<file path="src/rtl/chip8_pkg.sv">
// Shared CHIP-8 core definitions: default memory address width and the
// FX33 store sequencer state encoding.
package chip8_pkg;

    localparam int DEF_ADDR_W = 12;

    typedef enum logic [2:0] {
        IDLE,
        WR0,
        WR1,
        WR2,
        DONE
    } bcd_st_t;

endpackage

</file>
<file path="src/rtl/chip8_bcd_store_bcd.sv">
// Combinational byte-to-BCD converter: 2-bit hundreds, 4-bit tens, 4-bit ones.
module bcd (
    input  logic [7:0] bin,
    output logic [1:0] hundreds,
    output logic [3:0] tens,
    output logic [3:0] ones
);

    logic [7:0] rem_h;
    logic [7:0] rem_t;

    // Compare-and-subtract; the remainder after hundreds is always below 100.
    always_comb begin
        hundreds = 2'd0;
        rem_h    = bin;
        if (bin >= 8'd200) begin
            hundreds = 2'd2;
            rem_h    = bin - 8'd200;
        end else if (bin >= 8'd100) begin
            hundreds = 2'd1;
            rem_h    = bin - 8'd100;
        end

        tens  = 4'd0;
        rem_t = rem_h;
        for (int t = 1; t < 10; t++) begin
            if (rem_h >= 8'(10 * t)) begin
                tens  = 4'(t);
                rem_t = rem_h - 8'(10 * t);
            end
        end

        ones = 4'(rem_t);
    end

endmodule

</file>
<file path="src/rtl/chip8_bcd_store.sv">
// FX33 sequencer: latches VX and I, then writes hundreds/tens/ones of VX to
// I, I+1, I+2 through a ready-qualified RAM write port.
//
//   state | meaning
//   IDLE  | waiting for start
//   WR0   | writing hundreds to I
//   WR1   | writing tens to I+1
//   WR2   | writing ones to I+2
//   DONE  | one-cycle completion; start accepted here too
module chip8_bcd_store
    import chip8_pkg::*;
#(
    parameter int ADDR_W = DEF_ADDR_W
) (
    input  logic              clk,
    input  logic              rst_n,
    input  logic              start,
    input  logic [7:0]        value,
    input  logic [ADDR_W-1:0] base,
    output logic              busy,
    output logic              done,
    output logic              mem_we,
    output logic [ADDR_W-1:0] mem_addr,
    output logic [7:0]        mem_wdata,
    input  logic              mem_ready
);

    bcd_st_t           state_q, state_d;
    logic [7:0]        val_q, val_d;
    logic [ADDR_W-1:0] addr_q, addr_d;

    logic [1:0] dig_h;
    logic [3:0] dig_t;
    logic [3:0] dig_o;

    bcd u_bcd (
        .bin      (val_q),
        .hundreds (dig_h),
        .tens     (dig_t),
        .ones     (dig_o)
    );

    always_ff @(posedge clk) begin
        if (!rst_n) begin
            state_q <= IDLE;
            val_q   <= 8'd0;
            addr_q  <= '0;
        end else begin
            state_q <= state_d;
            val_q   <= val_d;
            addr_q  <= addr_d;
        end
    end

    always_comb begin
        state_d = state_q;
        val_d   = val_q;
        addr_d  = addr_q;
        case (state_q)
            IDLE, DONE: begin
                if (start) begin
                    val_d   = value;
                    addr_d  = base;
                    state_d = WR0;
                end else begin
                    state_d = IDLE;
                end
            end
            WR0:     if (mem_ready) state_d = WR1;
            WR1:     if (mem_ready) state_d = WR2;
            WR2:     if (mem_ready) state_d = DONE;
            default: state_d = IDLE;
        endcase
    end

    // Outputs decode only registered state, so a stall holds them stable.
    always_comb begin
        busy      = 1'b0;
        done      = 1'b0;
        mem_we    = 1'b0;
        mem_addr  = '0;
        mem_wdata = 8'd0;
        case (state_q)
            WR0: begin
                busy      = 1'b1;
                mem_we    = 1'b1;
                mem_addr  = addr_q;
                mem_wdata = {6'd0, dig_h};
            end
            WR1: begin
                busy      = 1'b1;
                mem_we    = 1'b1;
                mem_addr  = addr_q + ADDR_W'(1);
                mem_wdata = {4'd0, dig_t};
            end
            WR2: begin
                busy      = 1'b1;
                mem_we    = 1'b1;
                mem_addr  = addr_q + ADDR_W'(2);
                mem_wdata = {4'd0, dig_o};
            end
            DONE:    done = 1'b1;
            default: ;
        endcase
    end

endmodule

</file>
<file path="config.mk">
export PLATFORM = sky130hd
export DESIGN_NAME = chip8_bcd_store
export DESIGN_NICKNAME = d
export VERILOG_FILES = /design/src/rtl/chip8_pkg.sv /design/src/rtl/chip8_bcd_store_bcd.sv /design/src/rtl/chip8_bcd_store.sv
export SDC_FILE = /design/constraint.sdc
export NUM_CORES = 1
export LEC_CHECK = 0
export BUFFER_PORTS_ARGS = -buffer_cell sky130_fd_sc_hd__buf_2
export CAP_MARGIN = 10
export CORE_ASPECT_RATIO = 1.25
export CORE_MARGIN = 3
export CORE_UTILIZATION = 53
export CTS_BUF_LIST = sky130_fd_sc_hd__clkbuf_8
export CTS_CLUSTER_DIAMETER = 80
export CTS_CLUSTER_SIZE = 12
export DETAILED_ROUTE_END_ITERATION = 16
export PLACE_DENSITY = 0.8
export SYNTH_ARGS = -nofsm -noshare
export SYNTH_HDL_FRONTEND = slang
export SYNTH_SLANG_ARGS = --single-unit
export TNS_END_PERCENT = 30
</file>
<file path="constraint.sdc">
create_clock -name clk -period 3.5 [get_ports clk]
set_input_delay 0.35 -clock clk [delete_from_list [all_inputs] [get_ports clk]]
set_output_delay 0.35 -clock clk [all_outputs]
set_load 0.005 [all_outputs]
</file>
==> results of run 1 <==
-- routing by layer --
layer	global-route usage [%]	vias up	routed length, um
met3	1.76	19	301
met1	31.9	1280	2950
met4	11.1	0	182
met5	0	-	0
met2	44.3	102	3520
li1	-	1396	-
-- worst paths after layout --
path	from	end	slack, ps	depth (start not counted)
max	val_q[3]$_SDFFE_PN0P_	mem_wdata[1]	-360	16
min reg2reg	addr_q[11]$_SDFFE_PN0P_	addr_q[11]$_SDFFE_PN0P_	490	2
min	base[11]	addr_q[11]$_SDFFE_PN0P_	320	3
max reg2reg	state_q[0]$_SDFFE_PN0P_	addr_q[1]$_SDFFE_PN0P_	1540	4
-- Yosys cell counts, drive strengths merged, types with 2 or more instances --
cell / number / share of area (%)
a22oi: 3 / 0.89
nand2: 70 / 11
ha: 12 / 5.9
mux2i: 2 / 0.79
a21o: 5 / 1.8
or3: 2 / 0.50
nand2b: 4 / 0.99
o311ai: 2 / 0.69
and3: 2 / 0.50
a21boi: 20 / 5.9
a211o: 3 / 1.1
dfxtp: 23 / 18
o221ai: 2 / 0.69
nand3b: 3 / 0.89
a211oi: 6 / 2.0
a21oi: 18 / 4.3
o41ai: 2 / 0.99
buf: 14 / 3.6
nor2b: 8 / 2.0
nor3b: 2 / 1.0
nand4: 4 / 0.99
a31oi: 5 / 2.1
o21ai: 24 / 4.8
a41oi: 2 / 0.99
clkbuf: 11 / 1.6
inv: 15 / 2.2
a32oi: 2 / 0.69
nor2: 29 / 4.3
a31o: 2 / 0.69
xor2: 3 / 1.0
nand3: 14 / 2.8
or3b: 2 / 0.79
nor3: 7 / 1.8
a221o: 2 / 0.79
xnor2: 9 / 4.2
o211ai: 2 / 0.59
and2: 6 / 1.5
-- worst register-to-register path: cells and delay by family (launching register included) --
kind / cells / cell delay [ps]
flops: 1 / 520
simple gates: 3 / 1160
compound gates: 1 / 200
-- through the flow --
stage	hold slack [ps]	instances
floorplan	456	359
finish	323	488
global route	326	488
detailed placement	484	475
CTS	322	487
global placement	472	475
-- power by group through the flow --
stage | registers (uW) | clock network [uW] | logic (uW)
floorplan | 308 | 0 | 307
detailed placement | 320 | 0 | 445
CTS | 314 | 167 | 464
finish | 315 | 166 | 489
global route | 320 | 182 | 536
global placement | 319 | 0 | 436
-- logic make-up after synthesis --
group | count (synthesis)
AOI/OAI and AO/OA | 108
and+or+nand+nor | 157
muxes | 2
adders and majority gates | 12
xor gates and xnor gates | 12
buffers and inverters | 41
DFF | 23
other | 1
-- flip-flops by register name, indices dropped and copies added, names as in the netlist --
signal	cells
val_q	8
addr_q	12
state_q	3
-- layout make-up --
cell class | instances | area share [%]
clock inverters | 1 | 0.155
well taps | 58 | 2.24
repair buffers | 92 | 18.2
multi-input cells | 295 | 61.7
inverters | 16 | 2.01
flip-flops and latches | 23 | 14.4
clock buffers | 3 | 1.28
-- timing repair --
action	CTS	global route
pin swaps	12	6
setup endpoints to repair	4	4
setup buffers	8	1
resized for setup	12	9
==> flow_metrics.py, run 1 <==
metrics = {
    "timing": {
        "finalWorstSetupSlack_ps": -358,
        "period_minus_slack_ps": 3860,
        "slew_headroom_pct": 55.0,
        "rsz0062_at_grt": "true",
        "worst_pin_slew_ps": 675,
        "setup_violations": 4,
        "period_share_pct": 110,
        "finalMaxSlewViolations": 0,
        "fmax_ghz": 0.259,
        "hold_viol": 0,
        "final.setup.tns_ps": -1310,
        "fin_worst_skew_ps": 1.40,
    },
    "clock_network": {
        "clkLatencyLatePin_ps": 270,
        "cts_buffer_depth": 2,
        "cts.sinks": 23,
        "hold_buffers": 0,
        "cts_buffers": 3,
        "cts_htree_levels": 1,
        "cts_tree": "built",
        "root_buffer": "clkbuf_8",
        "clk_pin_slew_ps": 80,
    },
    "synth": {
        "synthXorXnorAreaFrac_pct": 5.21,
        "ys_types": 71,
        "syn_inst": 356,
        "ys_warn_count": 0,
        "synth_compound_area_share_pct": 31.8,
        "synth_edf_count": 0,
        "async_reset_ff_share_pct": 0,
        "synth_top_family_by_area": "compound AO/OA/AOI/OAI gates",
        "ys_seq_elements": 23,
        "syn_area_sq_um": 2520,
        "synth_adder_area_share_pct": 5.95,
        "synth_area_per_cell_sq_um": 7.09,
        "synth_simple_gate_area_share_pct": 30.2,
        "yosysSeqAreaShare_pct": 18.2,
        "muxShareOfSynthArea_pct": 0.793,
        "synth-main-ff-cell": "dfxtp_1",
    },
    "final_layout": {
        "register_area_sq_um": 465,
        "final_cell_mix": "69 x nand2_1, 49 x buf_4, 42 x buf_2",
        "multiInputGateArea_sq_um": 2000,
        "fillCellCount": 377,
        "layout.cells.most_common": "nand2_1",
        "diodes": 0,
        "drive_above_1_share_pct": 32.1,
        "area_growth_pct": 28.2,
        "post-route-util_pct": 72.0,
        "finalNetCount": 467,
        "fin_area_sq_um": 3240,
    },
    "die": {
        "die_w_um": 67.7,
        "rows": 27,
        "chipHeight_um": 83.2,
        "initial_core_util_pct": 56.2,
        "pin_count": 47,
        "dieArea_sq_um": 5630,
        "core-area_sq_um": 4490,
    },
    "run_status": {
        "violations": "negative setup slack",
        "outcome": "finished, violations left",
    },
    "placement": {
        "place_area_sq_um": 3030,
        "portBuffers": 42,
        "place_worst_setup_slack_ps": -252,
        "gp_congestion": 0.992,
        "hpwl_mm": 5.25,
    },
    "worst_setup_path": {
        "cp_top_family": "compound AO/OA/AOI/OAI gates",
        "worstSetupPathType": "reg -> out",
        "crit_top_cell": "buf_4",
        "crit_path_max_incr_delay_ps": 420,
        "cp-start-kind": "register",
        "end_kind": "output port",
        "crit_path_top_delay_cell": "or3b_4",
        "cp_data_required_time_ps": 3150,
        "path_buf_inv": 6,
        "worstPathArrival_ps": 3510,
        "crit_fanout": 5,
        "path_cells": "inv_2 -> ha_1 -> or3b_4 -> a211oi_2 -> o21ai_2 -> buf_4 -> buf_4 -> buf_4 -> buf_4 -> a21oi_1 -> nor2_1 -> nor2_1 -> a221o_1 -> xor2_1 -> a221o_1 -> buf_2",
    },
    "pwr": {
        "p_seq_share_pct": 32.5,
        "p_comb_share_pct": 50.4,
        "power.internal_uw": 591,
        "swShare_pct": 39.0,
        "clock_power_share_pct": 17.1,
        "power_uw": 969,
        "netSwitchingPower_uw": 378,
        "peakVddDrop_v": 0.000326,
        "powerDensity_nw_per_um2": 300,
        "power_leakage_uw": 0.00136,
    },
    "detailed_routing": {
        "vias": 2797,
        "ant_nets": 0,
        "drt_iter0_drc": 149,
        "firstDrtPassIters": 4,
        "viasPerCell": 5.73,
        "drc_errors": 0,
        "wire_per_inst_um": 14.3,
        "drt-total-wl_mm": 6.95,
    },
    "global_routing": {
        "grt_pass1_wl_mm": 11.8,
        "grt_pass1_vias": 2710,
        "grt_max_degree": 24,
        "track_usage_pct": 25.8,
        "grt_overflow": 0,
        "antenna_found_initial": 0,
    },
    "hold_path": {
        "hp-class": "in -> reg",
    },
    "run": {
        "maxCapViolCount": 0,
    },
}
(Power assumes the default switching activity.)
==> run 2: changes to the inputs <==
--- a/config.mk
+++ b/config.mk
@@ -14,7 +14,7 @@
 export CTS_CLUSTER_DIAMETER = 80
 export CTS_CLUSTER_SIZE = 12
 export DETAILED_ROUTE_END_ITERATION = 16
-export PLACE_DENSITY = 0.8
+export PLACE_DENSITY_LB_ADDON = 0.2
 export SYNTH_ARGS = -nofsm -noshare
 export SYNTH_HDL_FRONTEND = slang
 export SYNTH_SLANG_ARGS = --single-unit
==> run 2 against run 1 <==
  * The run still ends with negative setup slack left
  * Global-route usage grew 0.088 points
  * Worst hold slack got worse by 9.3 ps
  * Maximum frequency is 0.24% higher
  * Critical path depth rose by 1
  * Clock-buffer cell count unchanged
  * Critical endpoint is now mem_wdata[2]
  * Largest cell class unchanged
  * Highest routed layer unchanged
==> flow_metrics.py, run 2 (synthesis results as in run 1) <==
metrics = {
    "clock_network": {
        "cts_htree_levels": 1,
        "clk_pin_slew_ps": 80,
        "cts_buffer_depth": 2,
        "cts_tree": "built",
        "root_buffer": "clkbuf_8",
        "cts_buffers": 3,
        "clkLatencyLatePin_ps": 270,
        "cts.sinks": 23,
    },
    "worst_setup_path": {
        "cp_data_required_time_ps": 3150,
        "end_kind": "output port",
        "worstPathArrival_ps": 3500,
        "crit_path_top_delay_cell": "or3b_4",
        "worstSetupPathType": "reg -> out",
        "path_cells": "buf_6 -> ha_4 -> or3b_4 -> a21o_4 -> nand2_4 -> xnor2_4 -> ha_4 -> nand2b_4 -> nor2_1 -> o21ai_0 -> a31oi_4 -> buf_4 -> or3_4 -> buf_4 -> o32a_1 -> a21oi_2 -> buf_2",
        "crit_fanout": 4,
        "crit_path_max_incr_delay_ps": 400,
        "cp-start-kind": "register",
    },
    "timing": {
        "slew_headroom_pct": 51.2,
        "finalWorstSetupSlack_ps": -348,
        "period_minus_slack_ps": 3850,
        "rsz0062_at_grt": "true",
        "setup_violations": 4,
        "period_share_pct": 110,
        "fin_worst_skew_ps": 1.39,
        "worst_pin_slew_ps": 732,
        "hold_viol": 0,
        "final.setup.tns_ps": -1170,
        "fmax_ghz": 0.260,
        "finalMaxSlewViolations": 0,
    },
    "run_status": {
        "violations": "negative setup slack",
        "outcome": "finished, violations left",
    },
    "global_routing": {
        "grt_max_degree": 24,
        "grt_pass1_wl_mm": 11.8,
        "track_usage_pct": 25.9,
        "grt_overflow": 0,
        "grt_pass1_vias": 2684,
        "antenna_found_initial": 0,
    },
    "die": {
        "chipHeight_um": 83.2,
        "rows": 27,
        "initial_core_util_pct": 56.2,
        "pin_count": 47,
        "dieArea_sq_um": 5630,
        "core-area_sq_um": 4490,
        "die_w_um": 67.7,
    },
    "detailed_routing": {
        "drt-total-wl_mm": 7.35,
        "drc_errors": 0,
        "wire_per_inst_um": 15.0,
        "ant_nets": 0,
        "firstDrtPassIters": 4,
        "drt_iter0_drc": 219,
        "viasPerCell": 5.79,
        "vias": 2842,
    },
    "placement": {
        "dp.cells": 476,
        "hpwl_mm": 5.40,
        "gp_congestion": 0.921,
        "place_worst_setup_slack_ps": -172,
        "portBuffers": 42,
    },
    "final_layout": {
        "layout.cells.most_common": "nand2_1",
        "diodes": 0,
        "drive_above_1_share_pct": 34.9,
        "area_growth_pct": 33.5,
        "largest_reg_flops": 12,
        "post-route-util_pct": 75.0,
        "regMostFlops": "addr_q",
        "finalNonFillerCells": 491,
        "fillCellCount": 368,
        "finalNetCount": 470,
        "top_regs": "addr_q x12, val_q x8, state_q x3",
        "final_cell_mix": "69 x nand2_1, 49 x buf_4, 42 x buf_2",
    },
    "pwr": {
        "peakVddDrop_v": 0.000376,
        "power_leakage_uw": 0.00140,
        "power_uw": 1020,
        "powerDensity_nw_per_um2": 304,
    },
    "run": {
        "maxCapViolCount": 0,
    },
    "hold_path": {
        "hp-class": "in -> reg",
    },
}
==> run 2: repair_timing <==
item | in CTS | in global routing
gates resized for setup | 5 | 37
hold buffers | 0 | 0
setup endpoints to repair | 4 | 4
pin swaps | 9 | 17
setup buffers | 5 | 6
endpoints found under the hold margin | 0 | 0
==> run 2: worst paths after layout <==
| path | slack (ps) | startpoint | to | depth (start not counted) |
|---|---|---|---|---|
| max | -350 | val_q[3]$_SDFFE_PN0P_ | mem_wdata[2] | 17 |
| min | 310 | value[6] | val_q[6]$_SDFFE_PN0P_ | 3 |
| max reg2reg | 1480 | state_q[0]$_SDFFE_PN0P_ | addr_q[6]$_SDFFE_PN0P_ | 4 |
| min reg2reg | 500 | val_q[0]$_SDFFE_PN0P_ | val_q[0]$_SDFFE_PN0P_ | 2 |
==> run 2: stage by stage <==
step	area, sq um	hold slack, ps
6_report	3370	313
5_1_grt	3370	333
4_1_cts	3140	316
3_5_place_dp	3040	492
3_3_place_gp	3040	485
2_1_floorplan	2570	456
==> run 2: final cells by class <==
cell class	instances	area, sq um	share of cell area, %
Sequential cell	23	468	13.9
Inverter	16	66.3	1.97
Tap cell	58	72.6	2.15
Timing Repair Buffer	95	623	18.5
Clock inverter	1	7.51	0.223
Clock buffer	3	41.3	1.23
Multi-Input combinational cell	295	2090	62.0
==> run 2: layer usage <==
metal  track usage (%)  vias to the layer above  share of wire, %
met2              43.0                      104                50
met3              2.17                       26               5.2
met4              11.8                        0               3.1
met5                 0                        -                 0
met1              32.8                     1302                42
li1                  -                     1410                 -
==> run 2: worst max-delay path: cells and delay by family, from the launching register on <==
kind / cells / cell delay [ps]
compound gates: 5 / 980
flops: 1 / 390
fa+ha+maj: 2 / 280
xor+xnor: 1 / 90
simple gates: 5 / 950
buf+inv: 4 / 540
==> run 2: where the power goes <==
part           total, uW  switching, uW  internal (uW)
Sequential           317           36.4            281
Clock                174           93.2           80.9
Combinational        533            277            257
Total               1020            406            618
